**src/rtl/uart_core_param.sv**
```systemverilog
// uart_core_param -- parametrised full-duplex UART core.
//
// One transmitter and one receiver on a shared clock. Frame: start bit (0),
// DATA_W data bits LSB first, optional parity bit (runtime p_mode), then
// STOP_BITS stop bits (1).
//
// Parameters:
//   DATA_W        data bits per frame (5..9)
//   CLKS_PER_BIT  clk cycles per serial bit (even, >= 4)
//   STOP_BITS     stop bits per frame (1 or 2)
//
// Ports:
//   clk         system clock, rising edge
//   reset       asynchronous active-low reset
//   p_mode      parity mode: 00 none, 01 even, 10 odd, 11 none
//   tx_data     word to transmit
//   tx_valid    tx_data valid
//   tx_ready    transmitter idle, accepts a word this cycle
//   tx          serial out, idle high
//   rx          serial in, asynchronous to clk
//   rx_data     last received word
//   rx_valid    one-cycle pulse marking new rx_data / error flags
//   p_error     parity mismatch on last received frame
//   stop_error  a stop bit sampled low on last received frame
module uart_core_param #(
  parameter int unsigned DATA_W       = 8,
  parameter int unsigned CLKS_PER_BIT = 16,
  parameter int unsigned STOP_BITS    = 1
) (
  input  logic              clk,
  input  logic              reset,
  input  logic [1:0]        p_mode,
  input  logic [DATA_W-1:0] tx_data,
  input  logic              tx_valid,
  output logic              tx_ready,
  output logic              tx,
  input  logic              rx,
  output logic [DATA_W-1:0] rx_data,
  output logic              rx_valid,
  output logic              p_error,
  output logic              stop_error
);

  localparam int unsigned TMR_W = $clog2(CLKS_PER_BIT);
  localparam int unsigned CNT_W = $clog2(DATA_W + 1);

  localparam logic [TMR_W-1:0] TMR_LAST = TMR_W'(CLKS_PER_BIT - 1);
  localparam logic [TMR_W-1:0] TMR_HALF = TMR_W'(CLKS_PER_BIT / 2 - 1);
  localparam logic [CNT_W-1:0] DATA_LAST = CNT_W'(DATA_W - 1);
  localparam logic [CNT_W-1:0] STOP_LAST = CNT_W'(STOP_BITS - 1);

  typedef enum logic [2:0] {
    TX_IDLE, TX_START, TX_DATA, TX_PARITY, TX_STOP
  } tx_state_e;

  typedef enum logic [2:0] {
    RX_IDLE, RX_START, RX_DATA, RX_PARITY, RX_STOP
  } rx_state_e;

  // ---------------------------------------------------------------- TX
  tx_state_e         tx_state_q, tx_state_d;
  logic [TMR_W-1:0]  tx_timer_q, tx_timer_d;
  logic [CNT_W-1:0]  tx_cnt_q, tx_cnt_d;
  logic [DATA_W-1:0] tx_shift_q, tx_shift_d;
  logic              tx_par_en_q, tx_par_en_d;
  logic              tx_par_bit_q, tx_par_bit_d;
  logic              tx_q, tx_d;
  logic              tx_ready_q, tx_ready_d;
  logic              tx_tick;

  assign tx_tick = (tx_timer_q == TMR_LAST);

  always_comb begin
    tx_state_d   = tx_state_q;
    tx_timer_d   = tx_timer_q + TMR_W'(1);
    tx_cnt_d     = tx_cnt_q;
    tx_shift_d   = tx_shift_q;
    tx_par_en_d  = tx_par_en_q;
    tx_par_bit_d = tx_par_bit_q;
    tx_d         = tx_q;
    tx_ready_d   = tx_ready_q;
    unique case (tx_state_q)
      TX_IDLE: begin
        tx_timer_d = '0;
        if (tx_valid) begin
          // Line drops on the accepting edge itself: no added latency.
          tx_state_d   = TX_START;
          tx_d         = 1'b0;
          tx_ready_d   = 1'b0;
          tx_shift_d   = tx_data;
          tx_par_en_d  = (p_mode == 2'b01) || (p_mode == 2'b10);
          tx_par_bit_d = (^tx_data) ^ (p_mode == 2'b10);
        end
      end
      TX_START: begin
        if (tx_tick) begin
          tx_timer_d = '0;
          tx_cnt_d   = '0;
          tx_state_d = TX_DATA;
          tx_d       = tx_shift_q[0];
        end
      end
      TX_DATA: begin
        if (tx_tick) begin
          tx_timer_d = '0;
          if (tx_cnt_q == DATA_LAST) begin
            tx_cnt_d = '0;
            if (tx_par_en_q) begin
              tx_state_d = TX_PARITY;
              tx_d       = tx_par_bit_q;
            end else begin
              tx_state_d = TX_STOP;
              tx_d       = 1'b1;
            end
          end else begin
            // Next bit is presented from the shifter before it moves.
            tx_cnt_d   = tx_cnt_q + CNT_W'(1);
            tx_shift_d = tx_shift_q >> 1;
            tx_d       = tx_shift_q[1];
          end
        end
      end
      TX_PARITY: begin
        if (tx_tick) begin
          tx_timer_d = '0;
          tx_cnt_d   = '0;
          tx_state_d = TX_STOP;
          tx_d       = 1'b1;
        end
      end
      TX_STOP: begin
        if (tx_tick) begin
          tx_timer_d = '0;
          if (tx_cnt_q == STOP_LAST) begin
            tx_cnt_d   = '0;
            tx_state_d = TX_IDLE;
            tx_ready_d = 1'b1;
          end else begin
            tx_cnt_d = tx_cnt_q + CNT_W'(1);
          end
        end
      end
      default: begin
        tx_state_d = TX_IDLE;
        tx_timer_d = '0;
        tx_cnt_d   = '0;
        tx_d       = 1'b1;
        tx_ready_d = 1'b1;
      end
    endcase
  end

  always_ff @(posedge clk or negedge reset) begin
    if (!reset) begin
      tx_state_q   <= TX_IDLE;
      tx_timer_q   <= '0;
      tx_cnt_q     <= '0;
      tx_shift_q   <= '0;
      tx_par_en_q  <= 1'b0;
      tx_par_bit_q <= 1'b0;
      tx_q         <= 1'b1;
      tx_ready_q   <= 1'b1;
    end else begin
      tx_state_q   <= tx_state_d;
      tx_timer_q   <= tx_timer_d;
      tx_cnt_q     <= tx_cnt_d;
      tx_shift_q   <= tx_shift_d;
      tx_par_en_q  <= tx_par_en_d;
      tx_par_bit_q <= tx_par_bit_d;
      tx_q         <= tx_d;
      tx_ready_q   <= tx_ready_d;
    end
  end

  assign tx       = tx_q;
  assign tx_ready = tx_ready_q;

  // ---------------------------------------------------------------- RX
  logic              rx_sync1_q, rx_sync2_q, rx_prev_q;
  rx_state_e         rx_state_q, rx_state_d;
  logic [TMR_W-1:0]  rx_timer_q, rx_timer_d;
  logic [CNT_W-1:0]  rx_cnt_q, rx_cnt_d;
  logic [DATA_W-1:0] rx_shift_q, rx_shift_d;
  logic [1:0]        rx_pmode_q, rx_pmode_d;
  logic              rx_par_bit_q, rx_par_bit_d;
  logic              rx_serr_q, rx_serr_d;
  logic [DATA_W-1:0] rx_data_q, rx_data_d;
  logic              rx_valid_q, rx_valid_d;
  logic              p_error_q, p_error_d;
  logic              stop_error_q, stop_error_d;
  logic              rx_tick, rx_par_en, rx_odd, rx_serr_now;

  assign rx_tick     = (rx_timer_q == TMR_LAST);
  assign rx_par_en   = (rx_pmode_q == 2'b01) || (rx_pmode_q == 2'b10);
  assign rx_odd      = (rx_pmode_q == 2'b10);
  assign rx_serr_now = rx_serr_q | ~rx_sync2_q;

  always_comb begin
    rx_state_d   = rx_state_q;
    rx_timer_d   = rx_timer_q + TMR_W'(1);
    rx_cnt_d     = rx_cnt_q;
    rx_shift_d   = rx_shift_q;
    rx_pmode_d   = rx_pmode_q;
    rx_par_bit_d = rx_par_bit_q;
    rx_serr_d    = rx_serr_q;
    rx_data_d    = rx_data_q;
    rx_valid_d   = 1'b0;
    p_error_d    = p_error_q;
    stop_error_d = stop_error_q;
    unique case (rx_state_q)
      RX_IDLE: begin
        rx_timer_d = '0;
        // Edge-triggered start: a line held low never re-arms the receiver.
        if (rx_prev_q && !rx_sync2_q) begin
          rx_state_d = RX_START;
          rx_pmode_d = p_mode;
          rx_serr_d  = 1'b0;
        end
      end
      RX_START: begin
        if (rx_timer_q == TMR_HALF) begin
          rx_timer_d = '0;
          rx_cnt_d   = '0;
          rx_state_d = rx_sync2_q ? RX_IDLE : RX_DATA;
        end
      end
      RX_DATA: begin
        if (rx_tick) begin
          rx_timer_d = '0;
          rx_shift_d = {rx_sync2_q, rx_shift_q[DATA_W-1:1]};
          if (rx_cnt_q == DATA_LAST) begin
            rx_cnt_d   = '0;
            rx_state_d = rx_par_en ? RX_PARITY : RX_STOP;
          end else begin
            rx_cnt_d = rx_cnt_q + CNT_W'(1);
          end
        end
      end
      RX_PARITY: begin
        if (rx_tick) begin
          rx_timer_d   = '0;
          rx_cnt_d     = '0;
          rx_par_bit_d = rx_sync2_q;
          rx_state_d   = RX_STOP;
        end
      end
      RX_STOP: begin
        if (rx_tick) begin
          rx_timer_d = '0;
          rx_serr_d  = rx_serr_now;
          if (rx_cnt_q == STOP_LAST) begin
            rx_cnt_d     = '0;
            rx_state_d   = RX_IDLE;
            rx_valid_d   = 1'b1;
            rx_data_d    = rx_shift_q;
            p_error_d    = rx_par_en & (rx_par_bit_q != ((^rx_shift_q) ^ rx_odd));
            stop_error_d = rx_serr_now;
          end else begin
            rx_cnt_d = rx_cnt_q + CNT_W'(1);
          end
        end
      end
      default: begin
        rx_state_d = RX_IDLE;
        rx_timer_d = '0;
        rx_cnt_d   = '0;
      end
    endcase
  end

  always_ff @(posedge clk or negedge reset) begin
    if (!reset) begin
      rx_sync1_q   <= 1'b1;
      rx_sync2_q   <= 1'b1;
      rx_prev_q    <= 1'b1;
      rx_state_q   <= RX_IDLE;
      rx_timer_q   <= '0;
      rx_cnt_q     <= '0;
      rx_shift_q   <= '0;
      rx_pmode_q   <= '0;
      rx_par_bit_q <= 1'b0;
      rx_serr_q    <= 1'b0;
      rx_data_q    <= '0;
      rx_valid_q   <= 1'b0;
      p_error_q    <= 1'b0;
      stop_error_q <= 1'b0;
    end else begin
      rx_sync1_q   <= rx;
      rx_sync2_q   <= rx_sync1_q;
      rx_prev_q    <= rx_sync2_q;
      rx_state_q   <= rx_state_d;
      rx_timer_q   <= rx_timer_d;
      rx_cnt_q     <= rx_cnt_d;
      rx_shift_q   <= rx_shift_d;
      rx_pmode_q   <= rx_pmode_d;
      rx_par_bit_q <= rx_par_bit_d;
      rx_serr_q    <= rx_serr_d;
      rx_data_q    <= rx_data_d;
      rx_valid_q   <= rx_valid_d;
      p_error_q    <= p_error_d;
      stop_error_q <= stop_error_d;
    end
  end

  assign rx_data    = rx_data_q;
  assign rx_valid   = rx_valid_q;
  assign p_error    = p_error_q;
  assign stop_error = stop_error_q;

endmodule

```
**config.mk**
```make
export PLATFORM = sky130hd
export DESIGN_NAME = uart_core_param
export DESIGN_NICKNAME = d
export VERILOG_FILES = /design/src/rtl/uart_core_param.sv
export SDC_FILE = /design/constraint.sdc
export NUM_CORES = 1
export LEC_CHECK = 0
export ABC_AREA = 1
export CAP_MARGIN = 20
export CELL_PAD_IN_SITES_DETAIL_PLACEMENT = 1
export CELL_PAD_IN_SITES_GLOBAL_PLACEMENT = 2
export CORE_ASPECT_RATIO = 0.8
export CORE_MARGIN = 8
export CORE_UTILIZATION = 39
export CTS_BUF_LIST = sky130_fd_sc_hd__clkbuf_2
export DETAILED_ROUTE_END_ITERATION = 10
export PLACE_DENSITY_LB_ADDON = 0.2
export SYNTH_ARGS = -nofsm -noshare
export SYNTH_HDL_FRONTEND = slang
export SYNTH_SLANG_ARGS = --single-unit
```
**constraint.sdc**
```tcl
create_clock -name clk -period 3.88 [get_ports clk]
set_input_delay 0.776 -clock clk [delete_from_list [all_inputs] [get_ports clk]]
set_output_delay 0.776 -clock clk [all_outputs]
set_load 0.05 [all_outputs]
```
==> results of run 1 <==
## kinds of logic (layout without fill, tap and decap cells)
| group | after synthesis | count (layout) |
|---|---|---|
| flops | 60 | 60 |
| simple gates | 188 | 188 |
| mux | 1 | 1 |
| xor+xnor | 12 | 12 |
| fa+ha+maj | 8 | 8 |
| compound gates | 64 | 64 |
| buf+inv | 59 | 97 |
## cell usage after synthesis, drive strengths merged
cell and instances:
a31oi 1, nand3 20, a21oi 9, nand4 1
or2 1, nand2 120, o211ai 1, ha 8
xnor2 3, inv 54, dfrtp 55, mux2 1
buf 3, nor2 37, o21ai 48, clkbuf 2
xor2 9, nor3 5, o21a 1, nand3b 3
dfstp 5, a22oi 4, nor3b 1
## power breakdown
group          leakage [uW]  total (uW)  internal, uW  switching, uW
Clock             0.0000831         448           211            237
Sequential         0.000786         870           773           96.3
Combinational      0.000938         853           288            565
## per-layer routing
metal  vias up  wire length (microns)  track usage
li1       1309                      -            -
met1      1217                   3630        0.187
met2        31                   3110        0.219
met3         8                    291       0.0478
met4         0                     65       0.0351
met5         -                      0            0
## worst paths after layout
kind                                from       endpoint  slack (ps)  depth (start not counted)
setup / recovery                      tx             tx        1240                          1
hold / removal                rx_sync1_q     rx_sync2_q         370                          0
setup reg to reg           rx_state_q[1]        p_error        2010                          7
hold reg to reg               rx_sync1_q     rx_sync2_q         370                          0
max in group asynchronous          reset    tx_par_en_q        2640                          2
min in group asynchronous          reset  rx_state_q[1]         400                          1
## final cells by class
| class | instances | area share |
|---|---|---|
| Clock buffer | 10 | 0.0137 |
| Clock inverter | 6 | 0.0216 |
| Inverter | 54 | 0.0554 |
| Multi-Input combinational cell | 273 | 0.388 |
| Sequential cell | 60 | 0.412 |
| Tap cell | 108 | 0.0369 |
| Timing Repair Buffer | 27 | 0.0718 |
## through the flow
| stage | std cells | util | worst slack, ps | hold WS, ps |
|---|---|---|---|---|
| floorplan | 392 | - | 2380 | 345 |
| global placement | 522 | 0.446 | 1800 | 354 |
| detailed placement | 522 | 0.446 | 1750 | 348 |
| CTS | 538 | 0.462 | 1170 | 373 |
| global route | 538 | 0.462 | 1150 | 379 |
| finish | 538 | 0.462 | 1240 | 371 |
## state kept, by name, indices dropped and copies added (netlist names), 2 cells and up
| name | count |
|---|---|
| rx_state_q | 3 |
| rx_cnt_q | 4 |
| rx_data | 8 |
| tx_timer_q | 4 |
| rx_pmode_q | 2 |
| rx_shift_q | 8 |
| tx_shift_q | 8 |
| tx_cnt_q | 4 |
| rx_timer_q | 4 |
| tx_state_q | 3 |
==> metrics.txt, run 1 <==
P&R area growth vs syn 15.5%; cell row count 29; area share of the largest cell type after synthesis 0.435; TritonCTS clock tree yes; Ant. Diodes 0; final hold vios 0; vias in the first global route 2719; clk sinks 60; compound-cell area share of the yosys netlist 0.119; worst stage delay on the critical path 820 ps; WL/cell 13.2 microns; cell area after layout 3660 sq um; multiplexer share of the synthesized area 0.00356; Mapped Area 3170 sq um; commonest non-fill, non-tap cells in the layout nand2_1 (115), dfrtp_1 (55), inv_1 (50); # H-tree levels 3; Total Routing Usage GR 0.141; RSZ-0062 raised after global routing false; post-CTS sizing 0; Crit Path Max Fanout 2; synth top area cells dfrtp_1 (43%), nand2_1 (14%), o21ai_0 (6.6%); CP Class reg -> out; CP max-delay cell clkdlybuf4s50_1; register area 1510 sq um; DRC violations left 0; DR pass1 iterations 4; crit share post-route 0.680; Vias/cell 4.77; Ports 27; max_cap viols 0; Worst VDD drop 0.344 mV; clk buf depth 2; status finished, final reports clean; cell taking the most area after synthesis dfrtp_1; commonest non-fill, non-tap cell in the layout nand2_1; Worst-path clk slew 160 ps; routability cong. 0.751; footprint of the multi-input gates 1420 sq um; Synth Warn # 0; Leak 0.00181 uW; Clock Skews 14.2 ps; dpl hpwl 5370 microns; core area 7910 sq um; Die Area 11300 sq um; GR Overflow Total 0; placed cell area 3530 sq um; DIE HEIGHT 96.6 microns; crit-path cells clkdlybuf4s50_1; XOR/XNOR share of the synthesized area 0.0332; Fmax 379 MHz; Final Max Slew Viols 0; combinational family with the most area after synthesis simple AND/OR/NAND/NOR gates; clock root cell clkbuf_2; largest net degree at the start of global routing 42; number of buffers inserted by port buffering 26; cells after synthesis 392; Post-CTS Setup Repair Bufs 0; Die Wd 117 microns; Final nets 447; syn_nets 414; min Tclk post-route 2640 ps; Worst setup EP type primary output; worst hold path type reg -> reg; TritonCTS buffer count 9; total negative slack 0 ps; CP startpoint kind register; #FFs+latches synth 60; CTS hold repair buffers 0; power density cells 593 nW/um^2; Tot Pwr 2170 uW; initial cell density of the core 0.400; largest delay contributor family on the critical path buffers and inverters; setup violators final 0; fillers 1014; Worst Tran Pin Value 937 ps; CP bufs+invs 1; ANT nets after route 0; synthesized area per cell 8.08 sq um; number of library cell types mapped by synthesis 35; DRT iter0 DRCs 110; layout cells sized above 1 0.109; Slew HR 0.375; Synth Area in Simple Gates 0.261; clk_lat worst skew 490 ps; via count of the routed design 2565; routed wire length 7100 microns; initial antenna violation count 0; first-pass GRT wire length 12500 microns; adder-cell share of the synthesized area 0.0316; CP arrival 1860 ps; Seq/Total Area, Yosys 0.476; Critical Path RT 3100 ps
Note: power is estimated with default switching activity, not from simulation.
==> run 2, diff against run 1 <==
--- a/config.mk
+++ b/config.mk
@@ -11,7 +11,7 @@
 export CELL_PAD_IN_SITES_GLOBAL_PLACEMENT = 2
 export CORE_ASPECT_RATIO = 0.8
 export CORE_MARGIN = 8
-export CORE_UTILIZATION = 39
+export CORE_UTILIZATION = 32
 export CTS_BUF_LIST = sky130_fd_sc_hd__clkbuf_2
 export DETAILED_ROUTE_END_ITERATION = 10
 export PLACE_DENSITY_LB_ADDON = 0.2
==> constraint.sdc (replaced) <==
create_clock -name clk -period 2.21 [get_ports clk]
set_input_delay 0.442 -clock clk [delete_from_list [all_inputs] [get_ports clk]]
set_output_delay 0.442 -clock clk [all_outputs]
set_load 0.05 [all_outputs]
==> metrics.txt, run 2 (synthesis results as in run 1) <==
status finished, final reports clean (unchanged); Final nets 450 (was 447); clk_lat worst skew 500 ps (was 490 ps); dpl hpwl 5220 microns (was 5370 microns); RSZ-0062 raised after global routing false (unchanged); vias in the first global route 2584 (was 2719); register area 1510 sq um (unchanged); TritonCTS buffer count 9 (unchanged); DIE HEIGHT 105 microns (was 96.6 microns); final hold vios 0 (unchanged); Slew HR 0.660 (was 0.375); layout cells sized above 1 0.109 (about the same); DR pass1 iterations 4 (unchanged); crit-path cells clkdlybuf4s50_1 (unchanged); CP arrival 1670 ps (was 1860 ps); Vias/cell 4.47 (was 4.77); routability cong. 0.748 (was 0.751); dpl ws 423 ps (was 1750 ps); initial antenna violation count 0 (unchanged); largest delay contributor family on the critical path buffers and inverters (unchanged); Worst-path clk slew 150 ps (was 160 ps); Hold EP rx_sync1_q (was rx_sync2_q); Hold Path Stages 1 (was 0); GR Overflow Total 0 (unchanged); number of buffers inserted by port buffering 26 (unchanged); clk buf depth 2 (unchanged); fillers 1190 (was 1014); Ant. Diodes 0 (unchanged); R2R setup slack 560 ps (was 2010 ps); max_cap viols 0 (unchanged); WL/cell 12.3 microns (was 13.2 microns); commonest non-fill, non-tap cells in the layout nand2_1 (115), dfrtp_1 (55), inv_1 (50) (unchanged); DRC violations left 0 (unchanged); CP Launch Point rx_data[2] (was tx); Worst Tran Pin Value 509 ps (was 937 ps); crit share post-route 0.956; routed wire length 7010 microns (was 7100 microns); clk sinks 60 (unchanged); total negative slack 0 ps (unchanged); Clock Skews 23.0 ps (was 14.2 ps); Die Wd 127 microns (was 117 microns); Ports 27 (unchanged); # H-tree levels 3 (unchanged); first-pass GRT wire length 12300 microns (was 12500 microns); reg2reg end tx_shift_q[1] (was p_error); Crit Path Max Fanout 2 (unchanged); clock root cell clkbuf_2 (unchanged); initial cell density of the core 0.328 (was 0.400); setup ws final 97.3 ps (was 1240 ps); Leak 0.00193 uW (was 0.00181 uW); TritonCTS clock tree yes (unchanged); setup violators final 0 (unchanged); worst stage delay on the critical path 800 ps (was 820 ps); CP Class reg -> out (unchanged); Total Routing Usage GR 0.115 (was 0.141); via count of the routed design 2542 (was 2565); CP max-delay cell clkdlybuf4s50_1 (unchanged); core area 9650 sq um (was 7910 sq um); worst hold path type in -> reg (was reg -> reg); P&R area growth vs syn 16.4% (was 15.5%); final core utilization 0.382 (was 0.462); reg2reg start tx_state_q[2] (was rx_state_q[1]); CP startpoint kind register (unchanged); placed cell area 3590 sq um (was 3530 sq um); min-delay src rx (was rx_sync1_q); ANT nets after route 0 (unchanged); power density cells 971 nW/um^2 (was 593 nW/um^2); cell row count 32 (was 29); CP bufs+invs 1 (unchanged); Worst setup EP type primary output (unchanged); footprint of the multi-input gates 1420 sq um (unchanged); cell area after layout 3690 sq um (was 3660 sq um); Reg2Reg Depth 7 (unchanged); Critical Path RT 1770 ps (was 3100 ps); Fmax 473 MHz; min Tclk post-route 2110 ps; largest net degree at the start of global routing 61 (was 42); Final Max Slew Viols 0 (unchanged); commonest non-fill, non-tap cell in the layout nand2_1 (unchanged); DRT iter0 DRCs 131 (was 110); Worst VDD drop 0.315 mV (was 0.344 mV); Tot Pwr 3580 uW (was 2170 uW); Die Area 13400 sq um (was 11300 sq um)
==> run 2: cell count changes in the layout (fill, tap and decap cells not counted) <==
cell and delta:
clkbuf_2 +2, clkdlybuf4s50_1 -11, dlymetal6s2s_1 +6, buf_12 +1
dlygate4sd3_1 +1, buf_4 +1, clkinv_2 -2, dlygate4sd2_1 +5
bufinv_16 -2, clkinv_1 +2
==> run 2: per-layer routing <==
| layer | vias to the layer above | GRT usage | part of all wire |
|---|---|---|---|
| met3 | 8 | 0.0381 | 0.035 |
| met1 | 1192 | 0.153 | 0.53 |
| met4 | 0 | 0.0483 | 0.015 |
| li1 | 1317 | - | - |
| met5 | - | 0 | 0 |
| met2 | 25 | 0.166 | 0.42 |
==> run 2: final cells by class <==
type                    instances  area share
clock buffers                  12      0.0163
clock inverters                 4     0.00441
inverters                      54      0.0550
multi-input cells             273       0.385
flip-flops and latches         60       0.409
well taps                     136      0.0462
repair buffers                 30      0.0838
==> run 2: power breakdown <==
| group | switching (uW) | internal, uW |
|---|---|---|
| clock | 388 | 150 |
| sequential | 165 | 1360 |
| combinational | 1020 | 503 |
| total | 1570 | 2010 |
==> run 2: timing repair <==
action | 4_1_cts | 5_1_grt
hold buffers | 1 | 0
cloned | 0 | 0
endpoints found under the hold margin | 55 | 0
setup endpoints to repair | 5 | 6
gates resized for setup | 5 | 6
buffers inserted | 0 | 0
==> run 2: how the worst max path moves through the flow <==
| stage | to | depth (start not counted) | slack [ps] |
|---|---|---|---|
| 2_1_floorplan | rx_state_q[0] | 7 | 790 |
| 3_3_place_gp | tx_ready | 1 | 470 |
| 3_5_place_dp | tx_shift_q[1] | 5 | 420 |
| 4_1_cts | rx_data[0] | 1 | 10 |
| 5_1_grt | rx_data[2] | 1 | 6 |
| 6_report | rx_data[2] | 1 | 100 |
==> run 2: stage by stage <==
step | std cells | hold WS [ps]
after floorplan | 392 | 146
after global placement | 552 | 353
after detailed placement | 552 | 349
after CTS | 569 | 273
after global routing | 569 | 273
final | 569 | 338
